<file path="src/rtl/latch_write_arbiter_pkg.sv">
// Shared FSM encoding and sizing helpers for the latch write arbiter.
// The optional LATCH_READBACK_EN build adds a latch Q readback check.
package latch_ctrl_pkg;

  typedef enum logic [1:0] {
    IDLE   = 2'd0,
    SETUP  = 2'd1,
    ENABLE = 2'd2,
    HOLD   = 2'd3
  } state_t;

  // One down-counter serves every phase, so it is sized for the longest one.
  function automatic int cnt_width(input int setup_cyc, input int pulse_w, input int hold_cyc);
    int longest;
    longest = setup_cyc;
    if (pulse_w > longest) longest = pulse_w;
    if (hold_cyc > longest) longest = hold_cyc;
    return $clog2(longest) + 1;
  endfunction

  function automatic int ptr_width(input int num_req);
    return (num_req > 1) ? $clog2(num_req) : 1;
  endfunction

endpackage

</file>
<file path="src/rtl/latch_write_arbiter_if.sv">
// Client/latch-side bundle for latch_write_arbiter; slave is the arbiter side.
// With LATCH_READBACK_EN defined it also carries q_i (latch Q) and err_o.
interface latch_write_arbiter_if #(
  parameter int NUM_REQ = 4,
  parameter int DATA_W  = 8
);

  logic [NUM_REQ-1:0]        req_i;
  logic [NUM_REQ*DATA_W-1:0] data_i;
  logic [NUM_REQ-1:0]        gnt_o;
  logic [NUM_REQ-1:0]        done_o;
  logic                      busy_o;
  logic [DATA_W-1:0]         latch_d_o;
  logic                      latch_c_o;
`ifdef LATCH_READBACK_EN
  logic [DATA_W-1:0]         q_i;
  logic                      err_o;

  modport master (
    output req_i, data_i, q_i,
    input  gnt_o, done_o, busy_o, latch_d_o, latch_c_o, err_o
  );

  modport slave (
    input  req_i, data_i, q_i,
    output gnt_o, done_o, busy_o, latch_d_o, latch_c_o, err_o
  );
`else
  modport master (
    output req_i, data_i,
    input  gnt_o, done_o, busy_o, latch_d_o, latch_c_o
  );

  modport slave (
    input  req_i, data_i,
    output gnt_o, done_o, busy_o, latch_d_o, latch_c_o
  );
`endif

endinterface

</file>
<file path="src/rtl/latch_write_arbiter_rr_arbiter.sv">
// Round-robin picker: first set request at or after ptr, searching upward
// cyclically; ptr moves just past the winner whenever accept is strobed.
module rr_arbiter
  import latch_ctrl_pkg::*;
#(
  parameter int NUM_REQ = 4
) (
  input  logic               clk_i,
  input  logic               rst_n_i,
  input  logic [NUM_REQ-1:0] req,
  input  logic               accept,
  output logic [NUM_REQ-1:0] winner
);

  localparam int PTR_W = ptr_width(NUM_REQ);

  logic [PTR_W-1:0] ptr;
  logic [PTR_W-1:0] win_idx;
  logic [PTR_W-1:0] idx;
  logic             found;

  always_comb begin
    winner  = '0;
    win_idx = '0;
    idx     = '0;
    found   = 1'b0;
    for (int i = 0; i < NUM_REQ; i++) begin
      idx = PTR_W'((int'(ptr) + i) % NUM_REQ);
      if (!found && req[idx]) begin
        found       = 1'b1;
        winner[idx] = 1'b1;
        win_idx     = idx;
      end
    end
  end

  always_ff @(posedge clk_i) begin
    if (!rst_n_i) begin
      ptr <= '0;
    end else if (accept) begin
      ptr <= (win_idx == PTR_W'(NUM_REQ - 1)) ? '0 : win_idx + PTR_W'(1);
    end
  end

endmodule

</file>
<file path="src/rtl/latch_write_arbiter.sv">
// Shares one D-latch bank between requesters: each write runs
// SETUP -> ENABLE (C high) -> HOLD so D is stable while C is high.
// Optional LATCH_READBACK_EN compares latch Q against the written data.
module latch_write_arbiter
  import latch_ctrl_pkg::*;
#(
  parameter int NUM_REQ   = 4,
  parameter int DATA_W    = 8,
  parameter int SETUP_CYC = 1,
  parameter int PULSE_W   = 2,
  parameter int HOLD_CYC  = 1
) (
  input logic                   clk_i,
  input logic                   rst_n_i,
  latch_write_arbiter_if.slave  bus
);

  localparam int CNT_W = cnt_width(SETUP_CYC, PULSE_W, HOLD_CYC);

  state_t              state, state_nxt;
  logic [CNT_W-1:0]    cnt, cnt_nxt;
  logic [NUM_REQ-1:0]  winner;
  logic [NUM_REQ-1:0]  gnt_reg, gnt_nxt;
  logic [NUM_REQ-1:0]  done_reg, done_nxt;
  logic [DATA_W-1:0]   d_reg, d_nxt, win_data;
  logic                busy_reg, busy_nxt;
  logic                c_reg, c_nxt;
  logic                accept;
  logic                last_hold_nxt;
`ifdef LATCH_READBACK_EN
  logic                err_reg, err_nxt;
`endif

  rr_arbiter #(.NUM_REQ(NUM_REQ)) u_rr (
    .clk_i   (clk_i),
    .rst_n_i (rst_n_i),
    .req     (bus.req_i),
    .accept  (accept),
    .winner  (winner)
  );

  always_comb begin
    win_data = '0;
    for (int k = 0; k < NUM_REQ; k++) begin
      if (winner[k]) win_data = win_data | bus.data_i[k*DATA_W +: DATA_W];
    end
  end

  // Outputs are computed for the state being entered and registered on the edge.
  always_comb begin
    state_nxt = state;
    cnt_nxt   = cnt;
    gnt_nxt   = gnt_reg;
    d_nxt     = d_reg;
    accept    = 1'b0;
    case (state)
      IDLE: begin
        if (|bus.req_i) begin
          state_nxt = SETUP;
          cnt_nxt   = CNT_W'(SETUP_CYC - 1);
          gnt_nxt   = winner;
          d_nxt     = win_data;
          accept    = 1'b1;
        end
      end
      SETUP: begin
        if (cnt == '0) begin
          state_nxt = ENABLE;
          cnt_nxt   = CNT_W'(PULSE_W - 1);
        end else begin
          cnt_nxt = cnt - CNT_W'(1);
        end
      end
      ENABLE: begin
        if (cnt == '0) begin
          state_nxt = HOLD;
          cnt_nxt   = CNT_W'(HOLD_CYC - 1);
        end else begin
          cnt_nxt = cnt - CNT_W'(1);
        end
      end
      HOLD: begin
        if (cnt == '0) begin
          state_nxt = IDLE;
          gnt_nxt   = '0;
        end else begin
          cnt_nxt = cnt - CNT_W'(1);
        end
      end
      default: state_nxt = IDLE;
    endcase
    last_hold_nxt = (state_nxt == HOLD) && (cnt_nxt == '0);
    busy_nxt      = (state_nxt != IDLE);
    c_nxt         = (state_nxt == ENABLE);
    done_nxt      = last_hold_nxt ? gnt_nxt : '0;
`ifdef LATCH_READBACK_EN
    err_nxt       = last_hold_nxt && (bus.q_i != d_nxt);
`endif
  end

  always_ff @(posedge clk_i) begin
    if (!rst_n_i) begin
      state    <= IDLE;
      cnt      <= '0;
      gnt_reg  <= '0;
      done_reg <= '0;
      d_reg    <= '0;
      busy_reg <= 1'b0;
      c_reg    <= 1'b0;
`ifdef LATCH_READBACK_EN
      err_reg  <= 1'b0;
`endif
    end else begin
      state    <= state_nxt;
      cnt      <= cnt_nxt;
      gnt_reg  <= gnt_nxt;
      done_reg <= done_nxt;
      d_reg    <= d_nxt;
      busy_reg <= busy_nxt;
      c_reg    <= c_nxt;
`ifdef LATCH_READBACK_EN
      err_reg  <= err_nxt;
`endif
    end
  end

  assign bus.gnt_o     = gnt_reg;
  assign bus.done_o    = done_reg;
  assign bus.busy_o    = busy_reg;
  assign bus.latch_d_o = d_reg;
  assign bus.latch_c_o = c_reg;
`ifdef LATCH_READBACK_EN
  assign bus.err_o     = err_reg;
`endif

endmodule

</file>
<file path="src/flat_wrapper.sv">
// flat-port wrapper written by rule: the top's interface ports become plain ports
module latch_write_arbiter_flat import latch_ctrl_pkg::*;
#(
  parameter int NUM_REQ   = 4,
  parameter int DATA_W    = 8,
  parameter int SETUP_CYC = 1,
  parameter int PULSE_W   = 2,
  parameter int HOLD_CYC  = 1
)
  (clk_i, rst_n_i, bus_req_i, bus_data_i, bus_gnt_o, bus_done_o, bus_busy_o, bus_latch_d_o, bus_latch_c_o);
  latch_write_arbiter_if #(.NUM_REQ(NUM_REQ), .DATA_W(DATA_W)) bus_i ();
  input logic clk_i;
  input logic rst_n_i;
  input wire logic [$bits(bus_i.req_i)-1:0] bus_req_i;
  input wire logic [$bits(bus_i.data_i)-1:0] bus_data_i;
  output wire logic [$bits(bus_i.gnt_o)-1:0] bus_gnt_o;
  output wire logic [$bits(bus_i.done_o)-1:0] bus_done_o;
  output wire logic [$bits(bus_i.busy_o)-1:0] bus_busy_o;
  output wire logic [$bits(bus_i.latch_d_o)-1:0] bus_latch_d_o;
  output wire logic [$bits(bus_i.latch_c_o)-1:0] bus_latch_c_o;
  assign bus_i.req_i = bus_req_i;
  assign bus_i.data_i = bus_data_i;
  assign bus_gnt_o = bus_i.gnt_o;
  assign bus_done_o = bus_i.done_o;
  assign bus_busy_o = bus_i.busy_o;
  assign bus_latch_d_o = bus_i.latch_d_o;
  assign bus_latch_c_o = bus_i.latch_c_o;
  latch_write_arbiter #(.NUM_REQ(NUM_REQ), .DATA_W(DATA_W), .SETUP_CYC(SETUP_CYC), .PULSE_W(PULSE_W), .HOLD_CYC(HOLD_CYC)) u_core (.clk_i(clk_i), .rst_n_i(rst_n_i), .bus(bus_i));
endmodule
</file>
<file path="config.mk">
export PLATFORM = sky130hd
export DESIGN_NAME = latch_write_arbiter_flat
export DESIGN_NICKNAME = d
export VERILOG_FILES = /design/src/rtl/latch_write_arbiter_pkg.sv /design/src/rtl/latch_write_arbiter_if.sv /design/src/rtl/latch_write_arbiter_rr_arbiter.sv /design/src/rtl/latch_write_arbiter.sv /design/src/flat_wrapper.sv
export SDC_FILE = /design/constraint.sdc
export NUM_CORES = 1
export LEC_CHECK = 0
export ABC_AREA = 1
export CORE_UTILIZATION = 47
export DETAILED_ROUTE_END_ITERATION = 10
export GPL_TIMING_DRIVEN = 0
export PLACE_DENSITY = 0.91
export SLEW_MARGIN = 20
export SYNTH_ARGS = -nofsm -noshare
export SYNTH_HDL_FRONTEND = slang
export SYNTH_SLANG_ARGS = --single-unit
</file>
<file path="constraint.sdc">
create_clock -name clk_i -period 2.55 [get_ports clk_i]
set_input_delay 0.51 -clock clk_i [delete_from_list [all_inputs] [get_ports clk_i]]
set_output_delay 0.51 -clock clk_i [all_outputs]
set_load 0.005 [all_outputs]
</file>
==> impl_metrics.tcl, run 1 <==
set metrics [dict create \
    overflow 0 \
    hold_class "flop to flop" \
    die_area_um2 4110 \
    cp-end-kind "flop" \
    dr_wl_met2_um 2150 \
    fin_worst_skew_ns 0.00463 \
    yosysMostFrequentCell "nand2_1" \
    grt_pass1_vias 1767 \
    crit_family "compound AO/OA/AOI/OAI gates" \
    drt-met1-wl_um 1920 \
    ant_nets 0 \
    worst_slew_pin_slew_ns 0.444 \
    globalplace.congestion 0.839 \
    grt_pass1_wl_um 7440 \
    p_per_area_nw_per_um2 1030 \
    hold_slack_ns 0.456 \
    cap_violations 0 \
    yosys_warnings 0 \
    synth_async_sr_flop_share_pct 0 \
    dp_hpwl_um 3460 \
    wirelength_um 4450 \
    clk_path_buf_depth 2 \
    syn_area_per_cell_um2 6.89 \
    drc 0 \
    cp-start-kind "flop" \
    cp_common_cell "buf_6" \
    slew_headroom_pct 70.4 \
    cpPeakStageDelay_ns 0.40 \
    setup_violations 0 \
    ios 56 \
    finalSetupTns_ns 0 \
    ys_seq_area_share_pct 26.5 \
    drt_first_pass_iters 4 \
    dieWidth_um 64.1 \
    synth_area_um2 1810 \
    cp_num_buf_inv 4 \
    io_buffers 55 \
    numCtsBuffers 3 \
    cts.sink_count 24 \
    clk_pin_slew_worst_paths_ns 0.09 \
    htreeDepth 1 \
    cts_tree "built" \
    synth_edf_count 0 \
    outcome "finished clean" \
    cp_cell_sequence "buf_6 > inv_4 > buf_6 > ha_1 > inv_1 > nand3_1 > nand2_1 > nor2_4 > a21boi_2 > nand3_4 > o21bai_1 > a21oi_1" \
    antenna_cells 0 \
    start_util_pct 49.1 \
    vias_per_cell 5.13 \
    top_layer "met4" \
    grtUsageTotal_pct 23.1 \
    ir_drop_mv 0.551 \
    finalNetCount 373 \
    drt_iter0_markers 80 \
    wl_per_cell_um 12.0 \
    core_um2 3690 \
    place_ws_ns 0.0889 \
    syn_inst 263 \
    vias 1898 \
    synth_ff_type "dfxtp_1" \
    synthTopCellsByArea "dfxtp_1 (27%), nand2_1 (18%), ha_1 (8.3%)" \
    critPathMaxFanout 13 \
    cts_root_buf "clkbuf_8" \
    synth_top_area_share_pct 26.5 \
    post_dp_cell_area_um2 2420 \
    die_height_um 64.1 \
    hold_viol_final 0 \
    dr_wl_met3_um 310 \
    leakage_nw 1.14 \
    critPathSlowestCell "dfxtp_2" \
    postCtsResizedCells 0 \
    synthToLayoutAreaGrowth_pct 38.1 \
    syn-num-nets 313 \
    rsz0062_at_grt "no" \
    fmax_mhz 426 \
    synth_common_cells "nand2_1 (86), dfxtp_1 (24), inv_1 (24), nor2_1 (24)" \
    fin_area_um2 2500 \
    ys_types 31 \
    period_needed_ns 2.35 \
    finalCritPeriodShare_pct 92.1 \
    critPathKind "flop to flop" \
    synth_seq_cells 24 \
    post_cts_buffers 0 \
    slew_violations 0 \
    antenna_found_initial 0 \
    arrival_ns 2.51 \
    clk_latency_ns 0.27 \
    rows 22 \
    synth_top_cell_by_area "dfxtp_1" \
    grt_max_degree 15 \
    ctsHoldBuffers 0 \
    drive_gt1_share_pct 11.8 \
    worst_slack_ns 0.201 \
    required_ns 2.71 \
]
## cell type report
class | count | area [um^2]
plain buffers | 5 | 42.5
clock buffers | 3 | 41.3
clock inverters | 1 | 30.0
fillers | 345 | 1190
inverters | 27 | 109
multi-input cells | 207 | 1180
flip-flops and latches | 24 | 483
well taps | 48 | 60.1
repair buffers | 55 | 551
## final timing paths
| path | from | to | slack (ns) | cells after the start |
|---|---|---|---|---|
| worst max-delay path | flop | u_core.bus.done_o[2]$_SDFF_PN0_ | 0.20 | 12 |
| worst min-delay path | u_core.bus.latch_d_o[0]$_SDFFE_PN0P_ | u_core.bus.latch_d_o[0]$_SDFFE_PN0P_ | 0.46 | 2 |
| worst max register to register | flop | u_core.bus.done_o[2]$_SDFF_PN0_ | 0.20 | 12 |
| worst min register to register | u_core.bus.latch_d_o[0]$_SDFFE_PN0P_ | u_core.bus.latch_d_o[0]$_SDFFE_PN0P_ | 0.46 | 2 |
## cell usage in the layout, fill, tap and decap left out, drive strengths merged, types with 2 or more instances in the layout
cell type       n
nand2          90
clkdlybuf4s50  55
nand3          28
inv            27
nor2           27
dfxtp          24
o21ai          18
a21oi          14
ha             12
a21boi          5
o21bai          4
buf             4
clkbuf          4
nor3            3
nand4           2
## routing by layer
| layer | vias up | track usage (%) |
|---|---|---|
| met5 | - | 0 |
| met4 | 0 | 7.67 |
| met3 | 5 | 5.71 |
| met2 | 66 | 41.0 |
| met1 | 859 | 26.8 |
| li1 | 968 | - |
## metrics by stage
step	std cells	total power (W)	utilization [%]
after global routing	370	0.00278	67.8
after CTS	370	0.00256	67.6
after detailed placement	366	0.00222	65.7
after global placement	366	0.00218	65.7
after floorplan	263	0.00173	-
final	370	0.00258	67.8
## kinds of logic after synthesis
logic type / after synthesis / share of synthesized area, %
AND/OR/NAND/NOR: 151 / 42.1
AO/OA/AOI/OAI: 44 / 14.7
buffers and inverters: 32 / 8.36
flip-flops: 24 / 26.5
adder cells (fa/ha/maj): 12 / 8.29
## power by group
part	internal, W	switching (W)	total (W)
combinational	0.000672	0.00102	0.00169
sequential	0.000474	0.0000781	0.000552
clock	0.000210	0.000126	0.000336
total	0.00136	0.00122	0.00258
## sequential cells by signal, indices dropped and copies added (netlist names), named ones only
| register | count |
|---|---|
| u_core.bus.latch_d_o | 8 |
| u_core.state | 2 |
| u_core.bus.done_o | 4 |
| u_core.bus.latch_c_o | 1 |
| u_core.bus.busy_o | 1 |
| u_core.u_rr.ptr | 1 |
| u_core.cnt | 2 |
| u_core.bus.gnt_o | 4 |
## worst register-to-register path: stages, from the launching register on
cell and delay, ns:
dfxtp_2 0.40, buf_6 0.16, inv_4 0.04, buf_6 0.14, ha_1 0.39, inv_1 0.13
nand3_1 0.08, nand2_1 0.12, nor2_4 0.08, a21boi_2 0.19, nand3_4 0.16, o21bai_1 0.23
a21oi_1 0.11
No activity file was read; power rests on OpenSTA's default activity.
==> inputs of run 2 (changes only) <==
==> constraint.sdc (replaced) <==
create_clock -name clk_i -period 2.6 [get_ports clk_i]
set_input_delay 0.52 -clock clk_i [delete_from_list [all_inputs] [get_ports clk_i]]
set_output_delay 0.52 -clock clk_i [all_outputs]
set_load 0.005 [all_outputs]
==> results of run 2 <==
The final DEF is identical to that of run 1. Status: finished clean.
Main changes from that run: setup slack after placement 0.0889 ns -> 0.129 ns; setup slack after layout 0.201 ns -> 0.251 ns; register-to-register setup slack 0.20 ns -> 0.25 ns; total power 0.00258 W -> 0.00253 W; worst IR drop on VDD 0.551 mV -> 0.541 mV
==> edit (config.mk and constraints of run 2) <==
`NUM_REQ` is set to 4 in 4 places; all go to 6.
--- a/src/rtl/latch_write_arbiter_if.sv
+++ b/src/rtl/latch_write_arbiter_if.sv
@@ -3,3 +3,3 @@
 interface latch_write_arbiter_if #(
-  parameter int NUM_REQ = 4,
+  parameter int NUM_REQ = 6,
   parameter int DATA_W  = 8
--- a/src/rtl/latch_write_arbiter_rr_arbiter.sv
+++ b/src/rtl/latch_write_arbiter_rr_arbiter.sv
@@ -5,3 +5,3 @@
 #(
-  parameter int NUM_REQ = 4
+  parameter int NUM_REQ = 6
 ) (
--- a/src/rtl/latch_write_arbiter.sv
+++ b/src/rtl/latch_write_arbiter.sv
@@ -6,3 +6,3 @@
 #(
-  parameter int NUM_REQ   = 4,
+  parameter int NUM_REQ   = 6,
   parameter int DATA_W    = 8,
--- a/src/flat_wrapper.sv
+++ b/src/flat_wrapper.sv
@@ -3,3 +3,3 @@
 #(
-  parameter int NUM_REQ   = 4,
+  parameter int NUM_REQ   = 6,
   parameter int DATA_W    = 8,
Interface: changed (resized bus_data_i, bus_done_o, bus_gnt_o and bus_req_i); port bits go from 56 to 78. The function was not compared with the original's and may differ.
==> edit against run 2 <==
Total power grew to 3.1 times the old value. Sequential share of layout area is 7.5 points lower. Sequential cell count is 5 higher. Worst setup slack worse by 1.4 ns. Global-route usage is 12 points higher. Clock skew is 0.0049 ns higher. Clock power is 43% higher. Routed wire length grew to 3.5 times the old value. Synthesized cell count is 91% higher. The run now ends with DRC, setup timing left. Critical endpoint is now u_core.bus.latch_d_o[7]. Largest cell class unchanged. Sequential power is 28% higher. Design area is 100% higher. Synthesized area is 67% higher.
==> edit: results (changes against run 2) <==
ranking of synthesized cells by area=dfxtp_1 (19%), nand2_1 (17%), nand3_1 (9.6%); critical hold path startpoint=u_core.cnt[1]; drt pass-1 iters=11 (+7); Post-DP Area=3970 µm² (+64%); failing checks=DRC, setup timing; cell-internal power=3.40 mW (+160%); IO buf count=77 (+40%); global-route wire length before repair=18.0 mm (+140%); Synth Area in Compound Gates=0.122 (-0.0255); final worst setup slack=-1.20 ns (-1.45 ns); GP Congestion=0.924 (+10%); IR drop worst, VDD=0.00138 V (+160%); Synth cell types=36 (+16%); Clock Tree Buf Depth=2 (unchanged); Setup Viol. Count Final=23 (+23); Combinational Power Share=0.851 (+0.196); Fin Setup TNS=-20.85 ns (-20.85 ns); Inserted Clock Buffers=5 (+2); Slowest cell on crit path=nor2_1; H-tree level count=2 (+1); clk_skew=0.00955 ns (+0.00491 ns); multiplexer share of the synthesized area=0 (unchanged); CP Launch Point=u_core.u_rr.ptr[0]; clk slew on worst S/H paths=0.07 ns (-0.02 ns); Clock Latency Late Sink=0.29 ns (+0.02 ns); ANT cells=0 (unchanged); Rel. slew slack=0.577 (-0.127); Seq/Total Area, Yosys=0.192 (-0.0733); Final HPWL DP=7.19 mm (+110%); P_comb=6.64 mW (+300%); total track usage=0.351 (+0.120); Synth top cells by count=nand2_1 (141), nor2_1 (62), inv_1 (60); final wirelength=15.6 mm (+250%); Post-Synthesis Net Count=577 (+84%); leakage power=2.34 nW (+110%); status=finished, violations left; layout cells sized above 1=0.301 (+0.183); Adder-Cell Fraction of Synth Area=0.0744 (-0.00843); xor/xnor share of the synthesized area=0.0149 (+0.0149); Seq. pwr=0.692 mW (+28%); Filler cells=299 (-13%); Hold Crit Class=flip-flop to flip-flop; via/cell ratio=6.53 (+27%); number of global-route vias before repair=3965 (+120%); Nets=720 (+93%); # DRC=1 (+1); Place WS=-0.840 ns (-0.968 ns); Slowest Stage Delay on Critical Path=0.37 ns (-0.03 ns); 1st-iter DRT viols=837 (+950%); Crit path max-delay family=simple AND/OR/NAND/NOR gates; largest net degree at the start of global routing=11 (-4); worst-path fanout max=4 (-9)
==> edit: final timing paths <==
check,endpoint,slack (ns),depth (start not counted)
worst max register to register,u_core.bus.latch_d_o[7],-1.20,23
worst min register to register,u_core.cnt[1],0.54,2
worst max-delay path,u_core.bus.latch_d_o[7],-1.20,23
worst min-delay path,u_core.cnt[1],0.54,2
==> edit: cells by family after synthesis <==
| logic type | count (synthesis) |
|---|---|
| AND/OR/NAND/NOR | 315 |
| flip-flops | 29 |
| adder cells (fa/ha/maj) | 18 |
| AO/OA/AOI/OAI | 65 |
| XOR/XNOR | 3 |
| buffers and inverters | 73 |
==> edit: what timing repair did <==
action / in CTS / in global routing
resized for setup: 55 / 54
pin swaps: 36 / 50
gates cloned: 3 / 0
endpoints found under the setup margin: 23 / 23
hold endpoints to repair: 0 / 0
setup buffers: 38 / 18
==> edit: routing by layer <==
metal / up-vias / routed length [µm] / GRT usage
li1: 1931 / - / -
met1: 2110 / 5140 / 0.399
met2: 481 / 6830 / 0.614
met3: 193 / 2090 / 0.0725
met4: 0 / 1500 / 0.181
met5: - / 0 / 0
==> edit: stage by stage <==
step	util	instances
2_1_floorplan	-	503
3_3_place_gp	0.655	655
3_5_place_dp	0.655	655
4_1_cts	0.771	704
5_1_grt	0.828	722
6_report	0.828	722
==> edit: cell type report <==
| type | count | area, µm² | share of cell area |
|---|---|---|---|
| tap | 75 | 93.8 | 0.0187 |
| multi-input combinational | 403 | 2630 | 0.524 |
| sequential | 29 | 592 | 0.118 |
| buffer | 6 | 70.1 | 0.0140 |
| clock inverter | 1 | 7.51 | 0.00150 |
| timing repair buffer | 134 | 1240 | 0.247 |
| clock buffer | 7 | 108 | 0.0214 |
| inverter | 67 | 278 | 0.0553 |
